File: config.mk
export PLATFORM = sky130hd
export DESIGN_NAME = pulse_event_scheduler
export DESIGN_NICKNAME = d
export VERILOG_FILES = /design/src/rtl/pulse_event_scheduler.sv
export SDC_FILE = /design/constraint.sdc
export NUM_CORES = 1
export LEC_CHECK = 0
export CAP_MARGIN = 20
export CORE_MARGIN = 4
export CORE_UTILIZATION = 30
export DETAILED_ROUTE_END_ITERATION = 16
export GPL_TIMING_DRIVEN = 0
export REMOVE_ABC_BUFFERS = 1
export SKIP_LAST_GASP = 1
export SLEW_MARGIN = 40
export SYNTH_ARGS = -nofsm -noshare
export SYNTH_HDL_FRONTEND = slang
export SYNTH_SLANG_ARGS = --single-unit
export TNS_END_PERCENT = 10
File: constraint.sdc
create_clock -name clk -period 3.3 [get_ports clk]
set_input_delay 0.99 -clock clk [delete_from_list [all_inputs] [get_ports clk]]
set_output_delay 0.99 -clock clk [all_outputs]
set_load 0.1 [all_outputs]
File: src/rtl/pulse_event_scheduler.sv
// Round-robin serialiser of per-channel event pulses onto one valid/ready stream.
// Define PES_TIMESTAMP_EN to add the 16-bit capture timestamp and the out_ts port.
module pulse_event_scheduler #(
  parameter int NCH = 4,
  parameter int CW  = $clog2(NCH)
) (
  input  logic           clk,
  input  logic           reset_n,
  input  logic [NCH-1:0] en,
  input  logic [NCH-1:0] evt,
  input  logic           clr_ovf,
  output logic           out_valid,
  input  logic           out_ready,
  output logic [CW-1:0]  out_ch,
  output logic [7:0]     ovf_cnt
`ifdef PES_TIMESTAMP_EN
  ,
  output logic [15:0]    out_ts
`endif
);

  typedef enum logic {
    IDLE  = 1'b0,
    OFFER = 1'b1
  } state_e;

  localparam int CW1 = CW + 1;

  state_e         state_q, state_d;
  logic [CW-1:0]  out_ch_q, out_ch_d;
  logic [CW-1:0]  rr_q, rr_d;
  logic [NCH-1:0] pending_q, pending_d;
  logic [7:0]     ovf_q, ovf_d;

  logic           accept;
  logic           ovf_hit;
  logic           grant_found;
  logic [CW-1:0]  grant_ch;
  logic [CW1-1:0] scan_idx;
  logic [NCH-1:0] req;

`ifdef PES_TIMESTAMP_EN
  logic [NCH-1:0] arm;
  logic [15:0]    ts_cnt_q;
  logic [15:0]    cap_q [NCH];
  logic [15:0]    out_ts_q;
`endif

  assign accept    = (state_q == OFFER) && out_ready;
  assign req       = pending_q & en;
  assign out_valid = (state_q == OFFER);
  assign out_ch    = out_ch_q;
  assign ovf_cnt   = ovf_q;

  // Pending capture: set on enabled events, merge repeats, re-arm on accept.
  // NOTE: every always_comb output gets a default first so no path infers a latch.
  always_comb begin
    pending_d = pending_q;
    ovf_hit   = 1'b0;
`ifdef PES_TIMESTAMP_EN
    arm       = '0;
`endif
    for (int i = 0; i < NCH; i++) begin
      if (!en[i] && !((state_q == OFFER) && (out_ch_q == CW'(i)))) begin
        pending_d[i] = 1'b0;
      end else begin
        if (accept && (out_ch_q == CW'(i))) begin
          pending_d[i] = 1'b0;
        end
        if (evt[i] && en[i]) begin
          if (pending_q[i] && !(accept && (out_ch_q == CW'(i)))) begin
            ovf_hit = 1'b1;
          end
`ifdef PES_TIMESTAMP_EN
          else begin
            arm[i] = 1'b1;
          end
`endif
          pending_d[i] = 1'b1;
        end
      end
    end
  end

  // Overflow counter: one increment per edge regardless of how many channels merged.
  always_comb begin
    ovf_d = ovf_q;
    if (clr_ovf) begin
      ovf_d = '0;
    end else if (ovf_hit && (ovf_q != 8'hFF)) begin
      ovf_d = ovf_q + 8'd1;
    end
  end

  // First enabled pending channel at or after the round-robin pointer.
  always_comb begin
    grant_found = 1'b0;
    grant_ch    = '0;
    scan_idx    = '0;
    for (int k = 0; k < NCH; k++) begin
      scan_idx = CW1'(rr_q) + CW1'(k);
      if (scan_idx >= CW1'(NCH)) begin
        scan_idx = scan_idx - CW1'(NCH);
      end
      if (!grant_found && req[scan_idx[CW-1:0]]) begin
        grant_found = 1'b1;
        grant_ch    = scan_idx[CW-1:0];
      end
    end
  end

  always_comb begin
    state_d  = state_q;
    out_ch_d = out_ch_q;
    rr_d     = rr_q;
    case (state_q)
      IDLE: begin
        if (grant_found) begin
          state_d  = OFFER;
          out_ch_d = grant_ch;
        end
      end
      OFFER: begin
        if (out_ready) begin
          state_d = IDLE;
          rr_d    = (out_ch_q == CW'(NCH - 1)) ? '0 : out_ch_q + 1'b1;
        end
      end
    endcase
  end

  // NOTE: sequential state uses non-blocking assignment so every flop samples pre-edge values.
  always_ff @(posedge clk or negedge reset_n) begin
    if (!reset_n) begin
      state_q   <= IDLE;
      out_ch_q  <= '0;
      rr_q      <= '0;
      pending_q <= '0;
      ovf_q     <= '0;
    end else begin
      state_q   <= state_d;
      out_ch_q  <= out_ch_d;
      rr_q      <= rr_d;
      pending_q <= pending_d;
      ovf_q     <= ovf_d;
    end
  end

`ifdef PES_TIMESTAMP_EN
  // NOTE: the capture bank is only NCH small registers, so it is reset like other state.
  always_ff @(posedge clk or negedge reset_n) begin
    if (!reset_n) begin
      ts_cnt_q <= '0;
      out_ts_q <= '0;
      for (int i = 0; i < NCH; i++) begin
        cap_q[i] <= '0;
      end
    end else begin
      ts_cnt_q <= ts_cnt_q + 16'd1;
      for (int i = 0; i < NCH; i++) begin
        if (arm[i]) begin
          cap_q[i] <= ts_cnt_q;
        end
      end
      if ((state_q == IDLE) && grant_found) begin
        out_ts_q <= cap_q[grant_ch];
      end
    end
  end

  assign out_ts = out_ts_q;
`endif

endmodule
==> impl_metrics.xml <==
<?xml version="1.0" encoding="UTF-8"?>
<metrics>
  <group name="global_routing">
    <metric name="global_route_wire_length_before_repair" unit="um">4105</metric>
    <metric name="number_of_global_route_vias_before_repair" unit="">901</metric>
    <metric name="antenna_found_initial" unit="">0</metric>
    <metric name="tot_gr_track_use" unit="%">11.69</metric>
    <metric name="grt-ovfl-total" unit="">0</metric>
    <metric name="grt_start_max_net_pins" unit="">18</metric>
  </group>
  <group name="detailed_routing">
    <metric name="number_of_remaining_drc_errors" unit="">0</metric>
    <metric name="vias" unit="">951</metric>
    <metric name="detail_route.iter0.violations" unit="">38</metric>
    <metric name="route.final.wire_length" unit="um">2458</metric>
    <metric name="detail_route.wl_per_cell" unit="um">13.29</metric>
    <metric name="drt_pass1_iterations" unit="">4</metric>
    <metric name="viasPerCell" unit="">5.141</metric>
    <metric name="route.antenna.remaining_nets" unit="">0</metric>
  </group>
  <group name="cts">
    <metric name="post_cts_buffers" unit="">0</metric>
    <metric name="cts_buffers" unit="">3</metric>
    <metric name="clkSinkCount" unit="">17</metric>
    <metric name="ctsRootBufferMaster" unit="">clkbuf_4</metric>
    <metric name="clk_path_buf_depth" unit="">2</metric>
    <metric name="postCtsResizedCells" unit="">0</metric>
    <metric name="clkTransAtPathRegs" unit="ns">0.10</metric>
    <metric name="insertion_delay_of_the_later_clocked_pin_in_the_worst_skew_pair" unit="ns">0.28</metric>
    <metric name="cts_tree" unit="">yes</metric>
    <metric name="cts_htree_levels" unit="">1</metric>
    <metric name="cts_hold_repair.buffers" unit="">0</metric>
  </group>
  <group name="die">
    <metric name="core-area" unit="sq um">3363</metric>
    <metric name="fp.dieH" unit="um">67.05</metric>
    <metric name="core_rows" unit="">21</metric>
    <metric name="ios" unit="">23</metric>
    <metric name="fp.dieArea" unit="sq um">4496</metric>
    <metric name="initial_utilization" unit="%">31.10</metric>
    <metric name="floorplan.die.width" unit="um">67.05</metric>
  </group>
  <group name="timing">
    <metric name="final-setup-viol-count" unit="">0</metric>
    <metric name="finClkSkew" unit="ns">0.006764</metric>
    <metric name="layout_min_cycle_time" unit="ns">2.540</metric>
    <metric name="report.final.hold_viol_count" unit="">0</metric>
    <metric name="timing.slew.headroom" unit="%">67.40</metric>
    <metric name="worst_pin_slew" unit="ns">0.4923</metric>
    <metric name="layout_setup_ws" unit="ns">0.7603</metric>
    <metric name="maxSlewViolCount" unit="">0</metric>
    <metric name="rsz_0062_raised_after_global_routing" unit="">no</metric>
    <metric name="tcrit_tclk_final" unit="%">76.96</metric>
    <metric name="max_freq" unit="MHz">393.7</metric>
    <metric name="totalNegativeSetupSlack" unit="ns">0</metric>
  </group>
  <group name="critical_path">
    <metric name="worstPathArrival" unit="ns">2.75</metric>
    <metric name="critPathKind" unit="">in -&gt; reg</metric>
    <metric name="launching_element_type_of_the_critical_path" unit="">input pin</metric>
    <metric name="worst_path_max_delay_cell" unit="">clkdlybuf4s50_1</metric>
    <metric name="worstPathBufferInverterCount" unit="">1</metric>
    <metric name="max_stage_delay" unit="ns">0.57</metric>
    <metric name="crit_path_max_fanout" unit="">9</metric>
    <metric name="worstSetupEndpointType" unit="">register</metric>
    <metric name="critical_path_required" unit="ns">3.51</metric>
    <metric name="timing.critical_path.max_delay_family" unit="">simple AND/OR/NAND/NOR gates</metric>
    <metric name="path_cells" unit="">clkdlybuf4s50_1 &gt; and3_1 &gt; o22ai_2 &gt; nor2_2 &gt; or4_1 &gt; a21oi_1</metric>
  </group>
  <group name="placed_design">
    <metric name="dp_worst_setup_slack" unit="ns">0.4274</metric>
    <metric name="place.port_buffers" unit="">22</metric>
    <metric name="detailed_place_hpwl" unit="um">1949</metric>
    <metric name="gp_routability_congestion" unit="">0.7774</metric>
  </group>
  <group name="layout">
    <metric name="area.growth.synth_to_final" unit="%">21.89</metric>
    <metric name="fillCellCount" unit="">372</metric>
    <metric name="core_occupancy_in_the_finished_layout" unit="%">37.91</metric>
    <metric name="design.final.nets" unit="">157</metric>
    <metric name="layout-drive-gt1-share" unit="%">15.11</metric>
    <metric name="antennaDiodeCount" unit="">0</metric>
  </group>
  <group name="synth">
    <metric name="synth_warn" unit="">0</metric>
    <metric name="post_synth_main_area_contributors" unit="">dfrtp_1 41%, nand2_1 6.5%, ha_1 6.0%</metric>
    <metric name="synth_sequential_area_ratio" unit="%">40.67</metric>
    <metric name="post-synth-top-area-cell" unit="">dfrtp_1</metric>
    <metric name="ys_ff_latch" unit="">17</metric>
    <metric name="post_synthesis_mean_instance_area" unit="sq um">9.096</metric>
    <metric name="area_share_of_the_largest_cell_type_after_synthesis" unit="%">40.67</metric>
    <metric name="post_synth_num_cell_types" unit="">38</metric>
    <metric name="synthesis.instances" unit="">115</metric>
    <metric name="mappedNetlistArea" unit="sq um">1046</metric>
  </group>
  <group name="run">
    <metric name="max-cap-violations" unit="">0</metric>
  </group>
  <group name="pwr">
    <metric name="power-per-cell-area" unit="nW/um^2">658.0</metric>
    <metric name="power.static_leakage" unit="nW">0.5936</metric>
    <metric name="irDropWorstVdd" unit="mV">0.4168</metric>
    <metric name="finalPower" unit="W">0.0008389</metric>
  </group>
  <group name="status">
    <metric name="run_status" unit="">complete, no violations</metric>
  </group>
  <group name="hold_path">
    <metric name="holdCritPathClass" unit="">reg -&gt; reg</metric>
  </group>
</metrics>
-- worst paths after layout --
check | startpoint | end | slack (ns) | depth (start not counted)
max | out_ready | ovf_cnt[7] | 0.76 | 6
min | pending_q[1] | pending_q[1] | 0.54 | 1
max reg2reg | out_ch[0] | ovf_cnt[7] | 1.33 | 7
min reg2reg | pending_q[1] | pending_q[1] | 0.54 | 1
max in group asynchronous | reset_n | pending_q[0] | 2.40 | 1
min in group asynchronous | reset_n | ovf_cnt[7] | 0.62 | 1
-- registers in the layout, summed over array words and instances (netlist names) --
name	cells
out_ch	2
pending_q	4
out_valid	1
rr_q	2
ovf_cnt	8
-- power by group --
part / switching [W] / internal, W
registers: 0.0000641 / 0.000250
clock network: 0.0000628 / 0.0000469
logic: 0.000285 / 0.000130
-- per-layer routing --
layer / wire, um / up-vias / share of wire (%) / track usage, %
li1: - / 466 / - / -
met3: 149 / 4 / 6.1 / 2.361
met5: 0 / - / 0 / 0
met1: 1116 / 452 / 45 / 15.61
met2: 1168 / 29 / 48 / 19.02
met4: 24 / 0 / 0.98 / 3.038
-- layout make-up --
type / count / area [sq um] / share of cell area (%)
clock buffers: 4 / 26.28 / 2.061
inverters: 5 / 18.77 / 1.472
multi-input cells: 91 / 586.8 / 46.03
flip-flops and latches: 17 / 425.4 / 33.37
well taps: 46 / 57.56 / 4.514
repair buffers: 22 / 160.2 / 12.56
-- cell usage in the layout, fill, tap and decap left out, types with 3 or more instances in the layout --
master,count
buf_2,12
inv_1,5
mux2i_1,3
o21ai_0,7
clkdlybuf4s50_1,10
dfrtp_1,17
or3_1,4
nand2_1,18
a22o_1,4
and3_1,3
a21oi_1,8
nand3_1,8
clkbuf_4,3
nor2_1,4
ha_1,5
-- worst reg2reg max path: stages, from the launching register on --
cell and delay [ns]:
dfrtp_1 0.43, inv_1 0.10, ha_1 0.22, and3_1 0.19
o22ai_2 0.23, nor2_2 0.08, or4_1 0.47, a21oi_1 0.18
-- through the flow --
stage	cell area (sq um)	hold slack (ns)	instances
finish	1275	0.5386	185
floorplan	1031	0.4864	113
detailed placement	1254	0.5191	181
CTS	1280	0.5433	185
global route	1275	0.5799	185
global placement	1309	0.5056	181
-- synthesized netlist by cell type --
master / number
a211oi_1: 1
a21o_1: 2
a21oi_1: 8
a22o_1: 4
a22oi_1: 1
a31oi_1: 1
and2_1: 1
and3_1: 3
and3_4: 1
and3b_1: 1
and4_1: 1
and4b_1: 1
buf_1: 1
buf_6: 1
dfrtp_1: 17
ha_1: 5
inv_1: 5
mux2_2: 1
mux2i_1: 3
nand2_1: 18
nand3_1: 8
nand3b_1: 1
nand4_1: 1
nor2_1: 4
nor2_2: 1
nor2b_1: 1
nor3_1: 2
o21a_1: 1
o21ai_0: 7
o21ai_1: 1
o22ai_1: 1
o22ai_2: 1
o22ai_4: 1
o31ai_1: 2
or2_2: 1
or3_1: 4
or4_1: 1
xor2_1: 1
-- logic make-up (layout without fill, tap and decap cells) --
family	Yosys count	count (layout)	synth area share [%]
muxes	4	4	3.947
adders and majority gates	5	5	5.981
AOI/OAI and AO/OA	31	31	20.33
xor gates and xnor gates	1	1	0.8375
and+or+nand+nor	50	50	25.00
DFF	17	17	40.67
buffers and inverters	7	31	3.229
Note: power is estimated with default switching activity, not from simulation.
